## config.mk

```make
export PLATFORM = sky130hd
export DESIGN_NAME = wr_burst_ctrl
export DESIGN_NICKNAME = d
export VERILOG_FILES = /design/src/rtl/wr_burst_ctrl_pkg.sv /design/src/rtl/wr_burst_ctrl_ring.sv /design/src/rtl/wr_burst_ctrl.sv
export SDC_FILE = /design/constraint.sdc
export NUM_CORES = 1
export LEC_CHECK = 0
export ABC_AREA = 1
export BUFFER_PORTS_ARGS = -buffer_cell sky130_fd_sc_hd__buf_4
export CAP_MARGIN = 10
export CORE_AREA = 2 2 253 255
export CTS_BUF_LIST = sky130_fd_sc_hd__clkbuf_4
export DETAILED_ROUTE_END_ITERATION = 16
export DIE_AREA = 0 0 255 257
export HOLD_SLACK_MARGIN = 0.03
export PLACE_DENSITY = 0.46
export SYNTH_ARGS = -nofsm -noshare
export SYNTH_HDL_FRONTEND = slang
export SYNTH_SLANG_ARGS = --single-unit
```

## constraint.sdc

```tcl
create_clock -name ddr_clk -period 3.9 [get_ports ddr_clk]
set_input_delay 0.39 -clock ddr_clk [delete_from_list [all_inputs] [get_ports ddr_clk]]
set_output_delay 0.39 -clock ddr_clk [all_outputs]
set_load 0.1 [all_outputs]
```

## src/rtl/wr_burst_ctrl_pkg.sv

```systemverilog
// Shared widths, burst constants and FSM encoding for the DDR write-burst engine.
package wr_burst_ctrl_pkg;

  localparam int DEF_DATA_W        = 256;
  localparam int DEF_ADDR_W        = 28;
  localparam int DEF_LEN_W         = 8;
  localparam int DEF_MAX_BURST     = 32;
  localparam int DEF_LVL_W         = 10;
  localparam int DEF_BEAT_CNT_W    = 20;
  localparam int DEF_ADDR_PER_BEAT = 8;
  localparam int DEF_BUF_IDX_W     = 2;

  typedef enum logic [2:0] {
    S_IDLE = 3'd0,  // waiting for a frame_start rise
    S_WAIT = 3'd1,  // waiting for enough FIFO data for the next burst
    S_PREF = 3'd2,  // prefetch beat 0, present address/length
    S_REQ  = 3'd3,  // burst request raised, waiting for first beat
    S_DATA = 3'd4,  // streaming the remaining beats
    S_DONE = 3'd5,  // waiting for the controller's completion pulse
    S_FEND = 3'd6   // frame complete, advance the buffer ring
  } state_t;

endpackage

```

## src/rtl/wr_burst_ctrl_ring.sv

```systemverilog
// Frame-buffer ring: tracks the current buffer index and its base address.
// The base is advanced by accumulating the stride, so no multiplier is needed.
module wr_buf_ring
  import wr_burst_ctrl_pkg::*;
#(
  parameter int ADDR_W    = DEF_ADDR_W,
  parameter int BUF_IDX_W = DEF_BUF_IDX_W
) (
  input  logic                 clk,
  input  logic                 rst_n,
  input  logic                 load,
  input  logic                 advance,
  input  logic [ADDR_W-1:0]    cfg_base_addr,
  input  logic [ADDR_W-1:0]    cfg_buf_stride,
  input  logic [BUF_IDX_W:0]   cfg_buf_num,
  output logic [BUF_IDX_W-1:0] idx,
  output logic [ADDR_W-1:0]    base
);

  logic [ADDR_W-1:0] base_lat;
  logic [ADDR_W-1:0] stride_lat;
  logic [BUF_IDX_W:0] num_lat;
  logic [BUF_IDX_W:0] idx_inc;
  logic               wrap;

  // A zero buffer count wraps on every frame, i.e. behaves as a single buffer.
  assign idx_inc = {1'b0, idx} + (BUF_IDX_W+1)'(1);
  assign wrap    = (idx_inc >= num_lat);

  // Latch frame config at frame start; step index/base when a frame completes.
  always_ff @(posedge clk or negedge rst_n) begin
    if (!rst_n) begin
      idx        <= '0;
      base       <= '0;
      base_lat   <= '0;
      stride_lat <= '0;
      num_lat    <= '0;
    end else if (load) begin
      base_lat   <= cfg_base_addr;
      stride_lat <= cfg_buf_stride;
      num_lat    <= cfg_buf_num;
      // Buffer 0 always sits at the configured base; later buffers keep the
      // accumulated base so a restarted frame stays in the same buffer.
      if (idx == '0) base <= cfg_base_addr;
    end else if (advance) begin
      if (wrap) begin
        idx  <= '0;
        base <= base_lat;
      end else begin
        idx  <= idx_inc[BUF_IDX_W-1:0];
        base <= base + stride_lat;
      end
    end
  end

endmodule

```

## src/rtl/wr_burst_ctrl.sv

```systemverilog
// DDR write-burst engine: drains the CDC FIFO read side into fixed-length
// write bursts, one frame per ring buffer, with a short tail burst at frame end.
module wr_burst_ctrl
  import wr_burst_ctrl_pkg::*;
#(
  parameter int DATA_W        = DEF_DATA_W,
  parameter int ADDR_W        = DEF_ADDR_W,
  parameter int LEN_W         = DEF_LEN_W,
  parameter int MAX_BURST     = DEF_MAX_BURST,
  parameter int LVL_W         = DEF_LVL_W,
  parameter int BEAT_CNT_W    = DEF_BEAT_CNT_W,
  parameter int ADDR_PER_BEAT = DEF_ADDR_PER_BEAT,
  parameter int BUF_IDX_W     = DEF_BUF_IDX_W
) (
  input  logic                  ddr_clk,
  input  logic                  ddr_rstn,
  input  logic                  frame_start,
  input  logic [ADDR_W-1:0]     cfg_base_addr,
  input  logic [ADDR_W-1:0]     cfg_buf_stride,
  input  logic [BUF_IDX_W:0]    cfg_buf_num,
  input  logic [BEAT_CNT_W-1:0] cfg_frame_beats,
  input  logic [LVL_W-1:0]      fifo_rd_level,
  output logic                  fifo_rd_en,
  input  logic [DATA_W-1:0]     fifo_rd_data,
  output logic                  ddr_wreq,
  output logic [ADDR_W-1:0]     ddr_waddr,
  output logic [LEN_W-1:0]      ddr_wr_len,
  input  logic                  ddr_wdata_req,
  output logic [DATA_W-1:0]     ddr_wdata,
  input  logic                  ddr_wdone,
  output logic                  frame_done,
  output logic [BUF_IDX_W-1:0]  frame_buf_idx,
  output logic                  frame_trunc
);

  state_t state, state_nx;

  logic                  fs_d;
  logic                  fs_rise;
  logic                  pend;
  logic [BEAT_CNT_W-1:0] beats_left;
  logic [BEAT_CNT_W-1:0] beats_rem;
  logic [BEAT_CNT_W-1:0] len_w;
  logic [LEN_W-1:0]      beat_cnt;
  logic [ADDR_W-1:0]     addr_off;
  logic [ADDR_W-1:0]     ring_base;
  logic [BUF_IDX_W-1:0]  ring_idx;
  logic                  level_ok;
  logic                  last_beat;
  logic                  frame_load;
  logic                  ring_adv;
  logic                  beat_take;

  assign fs_rise   = frame_start & ~fs_d;
  assign len_w     = (beats_left > BEAT_CNT_W'(MAX_BURST)) ? BEAT_CNT_W'(MAX_BURST) : beats_left;
  assign level_ok  = (32'(fifo_rd_level) >= 32'(len_w));
  assign last_beat = (beat_cnt == ddr_wr_len - LEN_W'(1));
  assign beats_rem = beats_left - BEAT_CNT_W'(ddr_wr_len);

  assign ddr_wdata  = fifo_rd_data;
  assign frame_done = (state == S_FEND);

  wr_buf_ring #(
    .ADDR_W   (ADDR_W),
    .BUF_IDX_W(BUF_IDX_W)
  ) u_ring (
    .clk           (ddr_clk),
    .rst_n         (ddr_rstn),
    .load          (frame_load),
    .advance       (ring_adv),
    .cfg_base_addr (cfg_base_addr),
    .cfg_buf_stride(cfg_buf_stride),
    .cfg_buf_num   (cfg_buf_num),
    .idx           (ring_idx),
    .base          (ring_base)
  );

  // State register.
  always_ff @(posedge ddr_clk or negedge ddr_rstn) begin
    if (!ddr_rstn) state <= S_IDLE;
    else           state <= state_nx;
  end

  // Next-state and per-cycle strobes.
  always_comb begin
    // NOTE: every output of this block gets a default first, so no path can
    // leave a value held over from a previous evaluation (no latch inferred).
    state_nx   = state;
    fifo_rd_en = 1'b0;
    frame_load = 1'b0;
    ring_adv   = 1'b0;
    beat_take  = 1'b0;
    unique case (state)
      S_IDLE: begin
        if (fs_rise || pend) begin
          frame_load = 1'b1;
          state_nx   = S_WAIT;
        end
      end
      S_WAIT: begin
        // Nothing is in flight yet, so a new frame can abort at once.
        if (fs_rise)       frame_load = 1'b1;
        else if (level_ok) state_nx   = S_PREF;
      end
      S_PREF: begin
        fifo_rd_en = 1'b1;
        state_nx   = S_REQ;
      end
      S_REQ, S_DATA: begin
        // Beat 0 is already on fifo_rd_data; pop only while beats remain.
        if (ddr_wdata_req) begin
          beat_take  = 1'b1;
          fifo_rd_en = ~last_beat;
          state_nx   = last_beat ? S_DONE : S_DATA;
        end
      end
      S_DONE: begin
        if (ddr_wdone) begin
          if (pend || fs_rise) begin
            frame_load = 1'b1;
            state_nx   = S_WAIT;
          end else if (beats_rem == '0) begin
            state_nx = S_FEND;
          end else begin
            state_nx = S_WAIT;
          end
        end
      end
      S_FEND: begin
        ring_adv = 1'b1;
        state_nx = S_IDLE;
      end
      default: state_nx = S_IDLE;
    endcase
  end

  // Frame/burst bookkeeping, request handshake and status registers.
  always_ff @(posedge ddr_clk or negedge ddr_rstn) begin
    if (!ddr_rstn) begin
      fs_d          <= 1'b0;
      pend          <= 1'b0;
      beats_left    <= '0;
      addr_off      <= '0;
      beat_cnt      <= '0;
      ddr_wreq      <= 1'b0;
      ddr_waddr     <= '0;
      ddr_wr_len    <= '0;
      frame_buf_idx <= '0;
      frame_trunc   <= 1'b0;
    end else begin
      // NOTE: non-blocking assignments here, so every register in this block
      // sees the pre-edge value of the others regardless of statement order.
      fs_d <= frame_start;

      // A rise while a burst is in flight (or during FEND) is remembered and
      // acted on once the burst or frame closes.
      if (frame_load)                                   pend <= 1'b0;
      else if (fs_rise && state != S_IDLE && state != S_WAIT) pend <= 1'b1;

      if (frame_load) begin
        beats_left <= (cfg_frame_beats == '0) ? BEAT_CNT_W'(1) : cfg_frame_beats;
        addr_off   <= '0;
        if (state != S_IDLE) frame_trunc <= 1'b1;
      end else if (state == S_DONE && ddr_wdone) begin
        beats_left <= beats_rem;
        addr_off   <= addr_off + ADDR_W'(ddr_wr_len) * ADDR_W'(ADDR_PER_BEAT);
        if (beats_rem == '0) frame_buf_idx <= ring_idx;
      end

      if (state == S_FEND) frame_trunc <= 1'b0;

      if (state == S_WAIT && state_nx == S_PREF) begin
        ddr_wr_len <= LEN_W'(len_w);
        ddr_waddr  <= ring_base + addr_off;
      end

      if (state == S_PREF)                      ddr_wreq <= 1'b1;
      else if (state == S_REQ && ddr_wdata_req) ddr_wreq <= 1'b0;

      if (beat_take) beat_cnt <= last_beat ? '0 : beat_cnt + LEN_W'(1);
    end
  end

endmodule

```

# After elaboration in Yosys (flattened, before gate mapping)
# Index checks and enable logic that the tools add are counted.
# totals
ram_bits,0
input_bits,350
romBits,0
register_bits,190
memories,0
latch_bits,0
# classes
n_eq_ne,10
n_lt_le_gt_ge,3
n_mul,0
n_div,0
mux,37
shifts,0
addsub,7
reduce_logical,22
bitwise_logic,4
# ops
cell,n
2-to-1 mux 28 bit,6
2-to-1 mux 20 bit,4
adder 28 bit,2
logical NOT 20 bit,2
adder 28 x 11 -> 28 bit,1
2-to-1 mux 3 bit,7
greater-or-equal comparator 10 x 20 -> 1 bit,1
> comparator 20 x 6 -> 1 bit (second input constant),1
subtractor 20 x 8 -> 20 bit,1
2-to-1 mux 1 bit,15
one-hot mux 3 bit (5 select lines),1
nonzero test 2 bit,6
== test 3 x 2 -> 1 bit (second input constant),3
== test 3 bit (second input constant),3
adder 8 x 1 -> 8 bit (second input constant),1
== test 8 bit,1
2-to-1 mux 8 bit,1
subtractor 8 x 1 -> 8 bit (second input constant),1
AND reduction 2 bit,3
logical AND 1 bit,5
adder 2 x 1 -> 3 bit (second input constant),1
== test 3 x 1 -> 1 bit (second input constant),1
greater-or-equal comparator 3 bit,1
logical NOT 3 bit,1
other kinds (12),14

# Logic depth before layout (Yosys ltp)
# Gate-level depths: netlist of run 1.
# depth
depth_word,8
ltp_mapped,22
mapped_depth_nobuf,22

# Cells and area by module
# From an unflattened synthesis of run 1, not the netlist that was laid out.
# unflattened
cells_unflattened,2164
area_unflattened_um2,15308.4
# by_module_without_submodules
mod,area_each_um2,seq_area_each_um2,cells_each,instances
wr_burst_ctrl,9347.7,2452.4,1284,1
wr_buf_ring,5960.7,2227.1,880,1

# Least setup slack after synthesis of run 1
# No wires, ideal clock.
# synth_path
path_type,register to output
from,register ddr_wr_len[1]
to,output port fifo_rd_en
stages_incl_launch_ff,11
path_slack_ns,0.582
required_ns,3.510
t_arrival_ns,2.928
path_cell_list,dfrtp_1 > inv_1 > ha_1 > xor2_1 > nand2_1 > nor4_1 > nand2_1 > nor2_1 > nand2_1 > nand2_1 > nand2_1
# synth_via
elab_chain_cells,5
# synth_lines
item,line,rtl
from (decl),wr_burst_ctrl.sv:27,"output logic [LEN_W-1:0] ddr_wr_len,"
from (signal assigned),wr_burst_ctrl.sv:173,ddr_wr_len <= LEN_W'(len_w);
subtractor 8 x 1 -> 8 bit,wr_burst_ctrl.sv:57,assign last_beat = (beat_cnt == ddr_wr_len - LEN_W'(1));
== test 8 bit,wr_burst_ctrl.sv:57,
NOT 1 bit,wr_burst_ctrl.sv:113,fifo_rd_en = ~last_beat;
2-to-1 mux 1 bit,wr_burst_ctrl.sv:111,if (ddr_wdata_req) begin
one-hot mux 1 bit (2 select lines),wr_burst_ctrl.sv:93,unique case (state)
to (decl),wr_burst_ctrl.sv:23,"output logic fifo_rd_en,"
# No other way between the ends.

# Final worst setup path of run 1
# Same ends and word-level chain as after synthesis.

==> results.cfg, run 1 <==
[synth]
synth-seq-area-share_pct = 31.82
muxShareOfSynthArea_pct = 0
synth_xor_area_share_pct = 3.753
yosysUniqueCellTypes = 56
ys_seq_elements = 187
syn_area_um2 = 14700
synth_largest_area_cell = dfrtp_1
synthArstFlopShare_pct = 100.0
synth-simple-area-share_pct = 23.43
synthTopCellsByArea = dfrtp_1 (32%), buf_4 (13%), nand2_1 (12%)
synth_cells = 2009
synth_edf_count = 0
synth_compound_area_share_pct = 13.61
synth-adder-area-share_pct = 7.556
synth_top_family_by_area = simple AND/OR/NAND/NOR gates
synth-main-ff-cell = dfrtp_1
synth_top_area_share_pct = 31.82
avgSynthCellArea_um2 = 7.319
yosys_warnings = 0

[power_and_ir_drop]
irDropWorstVdd_uv = 583.0
combPwrFrac_pct = 65.9
power_density_nw_per_um2 = 868.7
p_leak_uw = 0.007668
p_sw_share_pct = 57.36
p_seq_share_pct = 25.2
net-switching-power_uw = 7944
clock_power_share_pct = 8.9
p_int_uw = 5905

[clock_tree]
cts-htree-levels = 4
cts_max_path_buffers = 2
clock-sinks = 187
numCtsBuffers = 17
cts-root-buf = clkbuf_4
clkTransAtPathRegs_ns = 0.20
post_cts_buffers = 0
clock_latency_ns = 0.81
tritoncts = done

[layout]
num-fill-cells = 7003
finalNetCount = 2403
regArea_um2 = 4681
syn_to_final_growth_pct = 8.415
multiInputGateArea_um2 = 7131
drive_gt1_share_pct = 10.91
instances_no_fill = 2832

[critical_path]
reg2reg_from = ddr_wr_len[4]$_DFFE_PN0P_
start_kind = flop
worst_path_max_delay_cell = dfrtp_2
critPathKind = reg2out
critPathCaptureType = primary output
critPathMostFrequentCell = nand2_1
worstReg2RegEnd = state[2]$_DFF_PN0_
crit_chain = inv_1, ha_1, nand3_1, nor3_1, xor2_1, xor2_1, nor2_1, nand2_1, nand2_1, nand2_1, buf_4
cp.arrival_ns = 3.16
crit_required_ns = 3.51
reg2reg_slack_ns = 0.41
crit_fanout = 5
slowest_delay_ns = 0.52
r2r_cells = 16

[detailed_routing]
wire_per_inst_um = 16.81
routed_wl_mm = 47.62
first_pass_iters = 5
drt_first_iter_violations = 722
vias = 12722
final_antenna_net_count = 0
drc = 0
via_per_inst = 4.492

[floorplanning]
die_area_um2 = 65540
start_util_pct = 23.44
die_x_um = 255
rows = 92
die_h_um = 257
core-area_um2 = 62740
boundaryPins = 648

[global_routing]
overflow = 0
met1_usage_pct = 18.84
grt_pass1_vias = 12800
antenna_found_initial = 2
busiest_layer = met2
track_usage_pct = 14.73
grt_max_degree = 97
use_met2_pct = 23.26
grt_use_met3_pct = 3.894
grt_pass1_wl_mm = 73.42

[timing]
period_minus_slack_ns = 3.554
tns_ns = 0
worst_pin_slew_ns = 0.8654
rsz0062_at_grt = no
timing.fmax_mhz = 281.4
timing.slew.headroom_pct = 42.31
fin_hold_ws_ns = 0.2291
clock_skew_ns = 0.03972
hold_viol = 0
setup_viol = 0
drv_slew = 0
post-route-period-util_pct = 91.13

[job]
maxCapViolations = 0

[place]
place.gp.congestion = 0.9018
hpwl_mm = 37.63
io_buffers = 135
placed_cells = 2709

[run_status]
status = finished, final reports clean

[min_path]
worstHoldPathType = in2async
[cells in the mapped netlist, types with 4 or more instances]
library cell and count:
a21boi_0 6, a21o_1 9, a21oi_1 118, a22oi_1 11, a31oi_1 32, buf_2 20
buf_4 262, buf_6 5, clkbuf_1 11, dfrtp_1 187, ha_1 84, inv_1 187
inv_2 9, nand2_1 480, nand3_1 94, nand3b_1 6, nand4_1 29, nor2_1 147
nor2_2 4, nor3_1 28, nor4_1 7, o21ai_0 140, o21ai_1 13, o21bai_1 9
or2_2 4, xnor2_1 26, xor2_1 37
[per-layer routing]
metal | routed length (um) | vias to the layer above | part of all wire [%]
met5 | 0 | - | 0
met4 | 1707 | 0 | 3.6
met3 | 2842 | 114 | 6.0
met2 | 21410 | 393 | 45
met1 | 21660 | 5959 | 45
li1 | - | 6256 | -
[state kept, by name, summed over array words and instances, names as in the netlist]
name               count
addr_off              25
beat_cnt               8
beats_left            20
ddr_waddr             28
ddr_wr_len             8
ddr_wreq               1
frame_buf_idx          2
frame_trunc            1
fs_d                   1
pend                   1
state                  3
u_ring.base           28
u_ring.base_lat       28
u_ring.idx             2
u_ring.num_lat         3
u_ring.stride_lat     28
[cell families after synthesis]
logic type,Yosys count
other,1
flip-flops,187
AO/OA/AOI/OAI,359
XOR/XNOR,63
buffers and inverters,496
adder cells (fa/ha/maj),87
AND/OR/NAND/NOR,816
[worst max-delay path: cells and delay by family, from the launching register on]
kind / cells / cell delay [ns]
xor+xnor: 2 / 0.36
fa+ha+maj: 1 / 0.23
flops: 1 / 0.52
buf+inv: 2 / 0.51
simple gates: 6 / 0.72
[power by group through the flow]
stage	Sequential, uW	Clock, uW	Combinational [uW]
detailed placement	3560	0	9050
global placement	3550	0	9040
global route	3610	1370	10300
floorplan	4300	0	6980
finish	3500	1230	9120
CTS	3510	1300	9160
[stage by stage]
step	total power, uW	setup slack (ns)	util, %	instance area (um2)
2_1_floorplan	11290	0.5819	-	14720
3_3_place_gp	12590	0.5130	23.55	14780
4_1_cts	13970	0.1351	25.38	15920
5_1_grt	15260	0.02703	25.40	15940
6_report	13850	0.3461	25.41	15940
3_5_place_dp	12600	0.4681	23.55	14780
[how the worst max path moves through the flow]
stage | start | end | slack (ns) | cells past startpoint
after CTS | ddr_wr_len[1]$_DFFE_PN0P_ | fifo_rd_en | 0.14 | 11
after global placement | beats_left[9]$_DFFE_PN0P_ | ddr_waddr[19]$_DFFE_PN0P_ | 0.51 | 20
after detailed placement | beats_left[13]$_DFFE_PN0P_ | ddr_waddr[23]$_DFFE_PN0P_ | 0.47 | 18
after global routing | beats_left[9]$_DFFE_PN0P_ | ddr_waddr[15]$_DFFE_PN0P_ | 0.03 | 21
final | ddr_wr_len[1]$_DFFE_PN0P_ | fifo_rd_en | 0.35 | 11
after floorplan | ddr_wr_len[1]$_DFFE_PN0P_ | fifo_rd_en | 0.58 | 10
[placed cells by master, fill, tap and decap left out, drive strengths merged, types with 2 or more instances in the layout]
cell,count
nand3,96
a21boi,6
buf,148
a211oi,3
nand4,29
clkinv,4
o221ai,3
nand3b,6
a21oi,119
xnor2,26
or2,4
a32o,2
ha,84
diode,7
fa,3
xor2,37
a22oi,11
a22o,2
o21ai,153
nor3b,3
o21bai,9
nor2,153
o31ai,2
dlygate4sd3,84
a31oi,32
dfrtp,187
nor3,30
nand2,483
conb,4
inv,206
o211ai,2
nor4,9
a21o,9
clkbuf,19
[final cells by class]
class	count	area share [%]
antenna	7	0.1099
clock inverter	14	1.067
sequential	187	29.36
tap	846	6.640
clock buffer	18	0.8477
multi-input combinational	1329	44.73
inverter	198	4.678
timing repair buffer	233	12.57
[what timing repair did]
action | CTS | global route
hold buffers | 84 | 0
hold endpoints to repair | 208 | 0
resized for setup | 0 | 1
endpoints found under the setup margin | 0 | 1
Power figures use the tool's default switching activity.
==> inputs of run 2 (changes only) <==
==> constraint.sdc (replaced) <==
create_clock -name ddr_clk -period 4 [get_ports ddr_clk]
set_input_delay 0.4 -clock ddr_clk [delete_from_list [all_inputs] [get_ports ddr_clk]]
set_output_delay 0.4 -clock ddr_clk [all_outputs]
set_load 0.1 [all_outputs]
==> run 2 against run 1 <==
Effect of this change: non-clock buffer count down 2; wire length up 0.22%; flip-flop and latch count unchanged; combinational power down 2.3%; sequential power down 3%; clock skew up 0.00087 ns; register-to-register slack better by 0.11 ns; cell count down 0.21%.
==> results.cfg, run 2 (same netlist as run 1, synthesis figures left out) <==
[critical_path]
start_kind = flop
cp.arrival_ns = 3.19
endpoint = fifo_rd_en
reg2reg_slack_ns = 0.52
crit_fanout = 5
crit_required_ns = 3.60
startpoint = ddr_wr_len[1]$_DFFE_PN0P_
critPathKind = reg2out
critPathCaptureType = primary output
worstReg2RegEnd = state[2]$_DFF_PN0_
r2r_cells = 18
reg2reg_from = ddr_wr_len[0]$_DFFE_PN0P_

[place]
pre_cts_slack_ns = 0.5506
hpwl_mm = 37.54
placed_cells = 2706
io_buffers = 135
place.gp.congestion = 0.8914

[clock_tree]
clkTransAtPathRegs_ns = 0.18
cts-htree-levels = 4
tritoncts = done
clock-sinks = 187
numCtsBuffers = 17
cts_resized = 0
cts_max_path_buffers = 2
cts-root-buf = clkbuf_4
post_cts_buffers = 0
clock_latency_ns = 0.77
postCtsHoldBufs = 85

[global_routing]
grt_max_degree = 107
antenna_found_initial = 2
overflow = 0
track_usage_pct = 14.59
grt_pass1_vias = 12686
grt_pass1_wl_mm = 73.17

[timing]
fin_hold_ws_ns = 0.1842
setup_ws_ns = 0.4140
setup_viol = 0
clock_skew_ns = 0.04058
drv_slew = 0
tns_ns = 0
timing.slew.headroom_pct = 41.80
rsz0062_at_grt = no
worst_pin_slew_ns = 0.8730
hold_viol = 0
timing.fmax_mhz = 278.9
period_minus_slack_ns = 3.586
post-route-period-util_pct = 89.65

[detailed_routing]
drc = 0
first_pass_iters = 5
top_layer = met4
routed_wl_mm = 47.72
wire_per_inst_um = 16.89
vias = 12610
wl_met1_mm = 21.93
drt_first_iter_violations = 630
wl_met3_mm = 2.595
final_antenna_net_count = 0
wl_met2_mm = 21.71
via_per_inst = 4.462

[power_and_ir_drop]
p_leak_uw = 0.007676
power_density_nw_per_um2 = 848.8
finalPower_uw = 13550
irDropWorstVdd_uv = 619.8

[layout]
multiInputGateArea_um2 = 7131
final_common_cell = nand2_1
regArea_um2 = 4679
instances_no_fill = 2826
num-fill-cells = 6968
layout.cells.most_common_list = nand2_1 (480), inv_1 (187), dfrtp_1 (187)
finalNetCount = 2401
syn_to_final_growth_pct = 8.535
drive_gt1_share_pct = 10.72

[floorplanning]
rows = 92
boundaryPins = 648
start_util_pct = 23.44
die_area_um2 = 65540
core-area_um2 = 62740
die_x_um = 255
die_h_um = 257

[run_status]
status = finished, final reports clean

[job]
maxCapViolations = 0

[min_path]
worstHoldPathType = in2async
## run 2: cell types whose count changed in the layout (fill, tap and decap cells not counted), sizes merged
cell / previous run / this run
diode: 7 / 3
clkinvlp: 1 / 0
inv: 206 / 205
bufinv: 1 / 2
clkinv: 4 / 6
clkbuf: 19 / 18
buf: 148 / 146
## run 2: where the power goes
| group | switching (uW) | internal, uW | leakage, uW |
|---|---|---|---|
| clock | 837 | 407 | 0.000172 |
| combinational | 6160 | 2750 | 0.00519 |
| sequential | 733 | 2660 | 0.00231 |
| total | 7730 | 5820 | 0.00768 |
## run 2: cell type report
cell class,count,share of cell area [%]
Antenna cell,3,0.04704
Clock buffer,17,0.7997
Clock inverter,15,1.231
Inverter,198,4.673
Multi-Input combinational cell,1329,44.68
Sequential cell,187,29.32
Tap cell,846,6.633
Timing Repair Buffer,231,12.61
## run 2: metrics by stage
stage / cell area (um2) / util [%]
final: 15960 / 25.44
after global routing: 15960 / 25.44
after CTS: 15950 / 25.43
after detailed placement: 14770 / 23.54
after global placement: 14770 / 23.54
after floorplan: 14720 / -
## run 2: per-layer routing
metal / global-route usage, % / vias up
li1: - / 6253
met1: 18.75 / 5905
met2: 23.22 / 353
met3: 3.692 / 99
met4: 5.913 / 0
met5: 0 / -
## run 2: critical path, stage by stage (launching register included)
cell and delay [ns]:
dfrtp_1 0.58, inv_1 0.23, ha_1 0.35, xor2_1 0.15, nand2_1 0.07, nor4_1 0.28, nand2_1 0.08, nor2_1 0.12
nand2_1 0.13, nand2_1 0.11, nand2_1 0.08, buf_4 0.24
## run 2: worst min path at each step
| stage | start | end | cells past startpoint | slack, ns |
|---|---|---|---|---|
| finish | ddr_rstn | beats_left[15]$_DFFE_PN0P_ | 3 | 0.18 |
| global route | ddr_rstn | beats_left[15]$_DFFE_PN0P_ | 3 | 0.15 |
| CTS | ddr_rstn | beats_left[15]$_DFFE_PN0P_ | 3 | 0.08 |
| detailed placement | ddr_rstn | u_ring.num_lat[1]$_DFFE_PN0P_ | 1 | 0.32 |
| global placement | ddr_rstn | u_ring.num_lat[2]$_DFFE_PN0P_ | 1 | 0.32 |
| floorplan | ddr_rstn | addr_off[10]$_DFFE_PN0P_ | 0 | 0.10 |
==> inputs of run 3 (changes only) <==
--- a/config.mk
+++ b/config.mk
@@ -8,12 +8,12 @@
 export ABC_AREA = 1
 export BUFFER_PORTS_ARGS = -buffer_cell sky130_fd_sc_hd__buf_4
 export CAP_MARGIN = 10
-export CORE_AREA = 2 2 253 255
+export CORE_UTILIZATION = 25
 export CTS_BUF_LIST = sky130_fd_sc_hd__clkbuf_4
 export DETAILED_ROUTE_END_ITERATION = 16
-export DIE_AREA = 0 0 255 257
 export HOLD_SLACK_MARGIN = 0.03
-export PLACE_DENSITY = 0.46
+export PLACE_DENSITY = 0.48
 export SYNTH_ARGS = -nofsm -noshare
 export SYNTH_HDL_FRONTEND = slang
+export SYNTH_HIERARCHICAL = 1
 export SYNTH_SLANG_ARGS = --single-unit
==> run 3 against run 2 <==
Effect of this change: wire length is 2.5% lower; register-to-register slack hardly changed; count of clock-buffer cells in the layout did not move; worst hold slack better by 0.022 ns; clock power down 14%; sequential power is essentially flat; fmax increased by 1.3%; via count up 5.6%; die area down 5.0%; highest routed layer unchanged.
==> results.cfg, run 3 <==
[clock_tree]
tritoncts = done
cts-htree-levels = 4
numCtsBuffers = 17
clkTransAtPathRegs_ns = 0.19
cts_resized = 0
clock_latency_ns = 0.77
clock-sinks = 187
post_cts_buffers = 0
cts-root-buf = clkbuf_4
cts_max_path_buffers = 2

[critical_path]
worst_path_max_delay_cell = dfrtp_1
start_kind = flop
endpoint = fifo_rd_en
cp.arrival_ns = 3.14
critPathCaptureType = primary output
crit_chain = inv_1, ha_1, xnor2_1, nor3b_1, o221ai_1, a21oi_1, nand2_1, nand2_1, nand2_1, buf_4
critPathMostFrequentCell = nand2_1
r2r_cells = 18
startpoint = ddr_wr_len[1]$_DFFE_PN0P_
crit_fanout = 5
reg2reg_slack_ns = 0.53
reg2reg_from = ddr_wr_len[0]$_DFFE_PN0P_
slowest_delay_ns = 0.56
critPathKind = reg2out
crit_required_ns = 3.60
worstReg2RegEnd = state[2]$_DFF_PN0_

[timing]
hold_viol = 0
tns_ns = 0
setup_ws_ns = 0.4606
setup_viol = 0
clock_skew_ns = 0.04095
timing.fmax_mhz = 282.5
period_minus_slack_ns = 3.539
rsz0062_at_grt = no
fin_hold_ws_ns = 0.2061
drv_slew = 0
timing.slew.headroom_pct = 40.77
post-route-period-util_pct = 88.49
worst_pin_slew_ns = 0.8875

[detailed_routing]
wire_per_inst_um = 15.92
final_antenna_net_count = 0
first_pass_iters = 7
drt_first_iter_violations = 846
via_per_inst = 4.558
drc = 0
vias = 13313
routed_wl_mm = 46.51

[global_routing]
overflow = 0
grt_max_degree = 86
antenna_found_initial = 2
grt_pass1_vias = 13236
track_usage_pct = 15.06
grt_pass1_wl_mm = 72.80

[synth]
avgSynthCellArea_um2 = 7.074
synth_top_area_share_pct = 30.57
synth-seq-area-share_pct = 30.57
synth_common_cells = nand2_1 (605), buf_4 (258), inv_1 (246)
synthArstFlopShare_pct = 100.0
yosys_warnings = 6
synth_cells = 2164
yosysMostFrequentCell = nand2_1
ys_seq_elements = 187
synth-main-ff-cell = dfrtp_1
synth_edf_count = 0
syn_area_um2 = 15310
yosysUniqueCellTypes = 60
synthTopCellsByArea = dfrtp_1 (31%), nand2_1 (15%), buf_4 (13%)
synth_largest_area_cell = dfrtp_1

[power_and_ir_drop]
p_sw_share_pct = 57.56
net-switching-power_uw = 7600
power_density_nw_per_um2 = 803.8
p_seq_share_pct = 25.7
p_leak_uw = 0.008300
clock_power_share_pct = 8.1
p_int_uw = 5604
combPwrFrac_pct = 66.2
irDropWorstVdd_uv = 627.0

[min_path]
worstHoldPathType = in2async

[layout]
final_common_cell = nand2_1
layout.cells.most_common_list = nand2_1 (605), inv_1 (246), dfrtp_1 (187)
num-fill-cells = 6647
post-route-cell-area_um2 = 16430
finalNetCount = 2558
syn_to_final_growth_pct = 7.315
drive_gt1_share_pct = 12.28
fin_util_pct = 27.17

[run_status]
status = finished, final reports clean

[floorplanning]
core-area_um2 = 60470
boundaryPins = 648
rows = 90
die_x_um = 249.5
start_util_pct = 25.32
die_area_um2 = 62230
die_h_um = 249.5

[place]
pre_cts_slack_ns = 0.7490
place.gp.congestion = 0.8939
io_buffers = 135
placed_area_um2 = 15310
hpwl_mm = 36.85

[job]
maxCapViolations = 0
-- run 3: power groups by stage --
| stage | Clock (uW) | Sequential [uW] | Combinational, uW |
|---|---|---|---|
| 6_report | 1070 | 3390 | 8740 |
| 5_1_grt | 1220 | 3490 | 9780 |
| 3_3_place_gp | 0 | 3420 | 8630 |
| 2_1_floorplan | 0 | 4100 | 6850 |
| 3_5_place_dp | 0 | 3440 | 8670 |
| 4_1_cts | 1150 | 3390 | 8780 |
-- run 3: layout make-up --
cell class                      count  area, um2  share of cell area, %
Tap cell                          782      978.4                  5.956
Inverter                          258      988.4                  6.017
Timing Repair Buffer              233       1991                  12.12
Antenna cell                        5      12.51                0.07616
Sequential cell                   187       4679                  28.48
Multi-Input combinational cell   1424       7517                  45.76
Clock buffer                       17      127.6                 0.7768
Clock inverter                     15      133.9                 0.8149
-- run 3: logic make-up after synthesis --
family	synth area share [%]
AO/OA/AOI/OAI	11.68
XOR/XNOR	2.975
adder cells (fa/ha/maj)	7.258
buffers and inverters	20.40
flip-flops	30.57
other	0.02450
AND/OR/NAND/NOR	27.09
-- run 3: layer usage --
layer	global-route usage, %	routed length, um
met1	19.09	21650
met3	4.068	2519
met2	24.60	21450
met4	5.097	896
met5	0	0
-- run 3: how the worst min path moves through the flow --
stage	slack [ns]	endpoint
6_report	0.21	beats_left[1]$_DFFE_PN0P_
5_1_grt	0.21	beats_left[0]$_DFFE_PN0P_
4_1_cts	0.17	beats_left[0]$_DFFE_PN0P_
3_5_place_dp	0.46	u_ring/base_lat[3]$_DFFE_PN0P_
3_3_place_gp	0.45	u_ring/base_lat[3]$_DFFE_PN0P_
2_1_floorplan	0.10	addr_off[10]$_DFFE_PN0P_
-- run 3: timing repair --
item                       4_1_cts  5_1_grt
hold buffers                    84        0
hold endpoints to repair       198        0
setup endpoints to repair        0        0
-- run 3: critical path, delay by kind of cell, from the launching register on --
| family | cells | cell delay, ns |
|---|---|---|
| flops | 1 | 0.56 |
| buf+inv | 2 | 0.45 |
| simple gates | 4 | 0.51 |
| compound gates | 2 | 0.33 |
| xor+xnor | 1 | 0.14 |
| fa+ha+maj | 1 | 0.36 |
-- run 3: per-stage QoR --
stage / total power [uW] / std cells
after detailed placement: 12110 / 2800
final: 13200 / 2921
after floorplan: 10950 / 2167
after CTS: 13330 / 2916
after global routing: 14490 / 2921
after global placement: 12050 / 2800
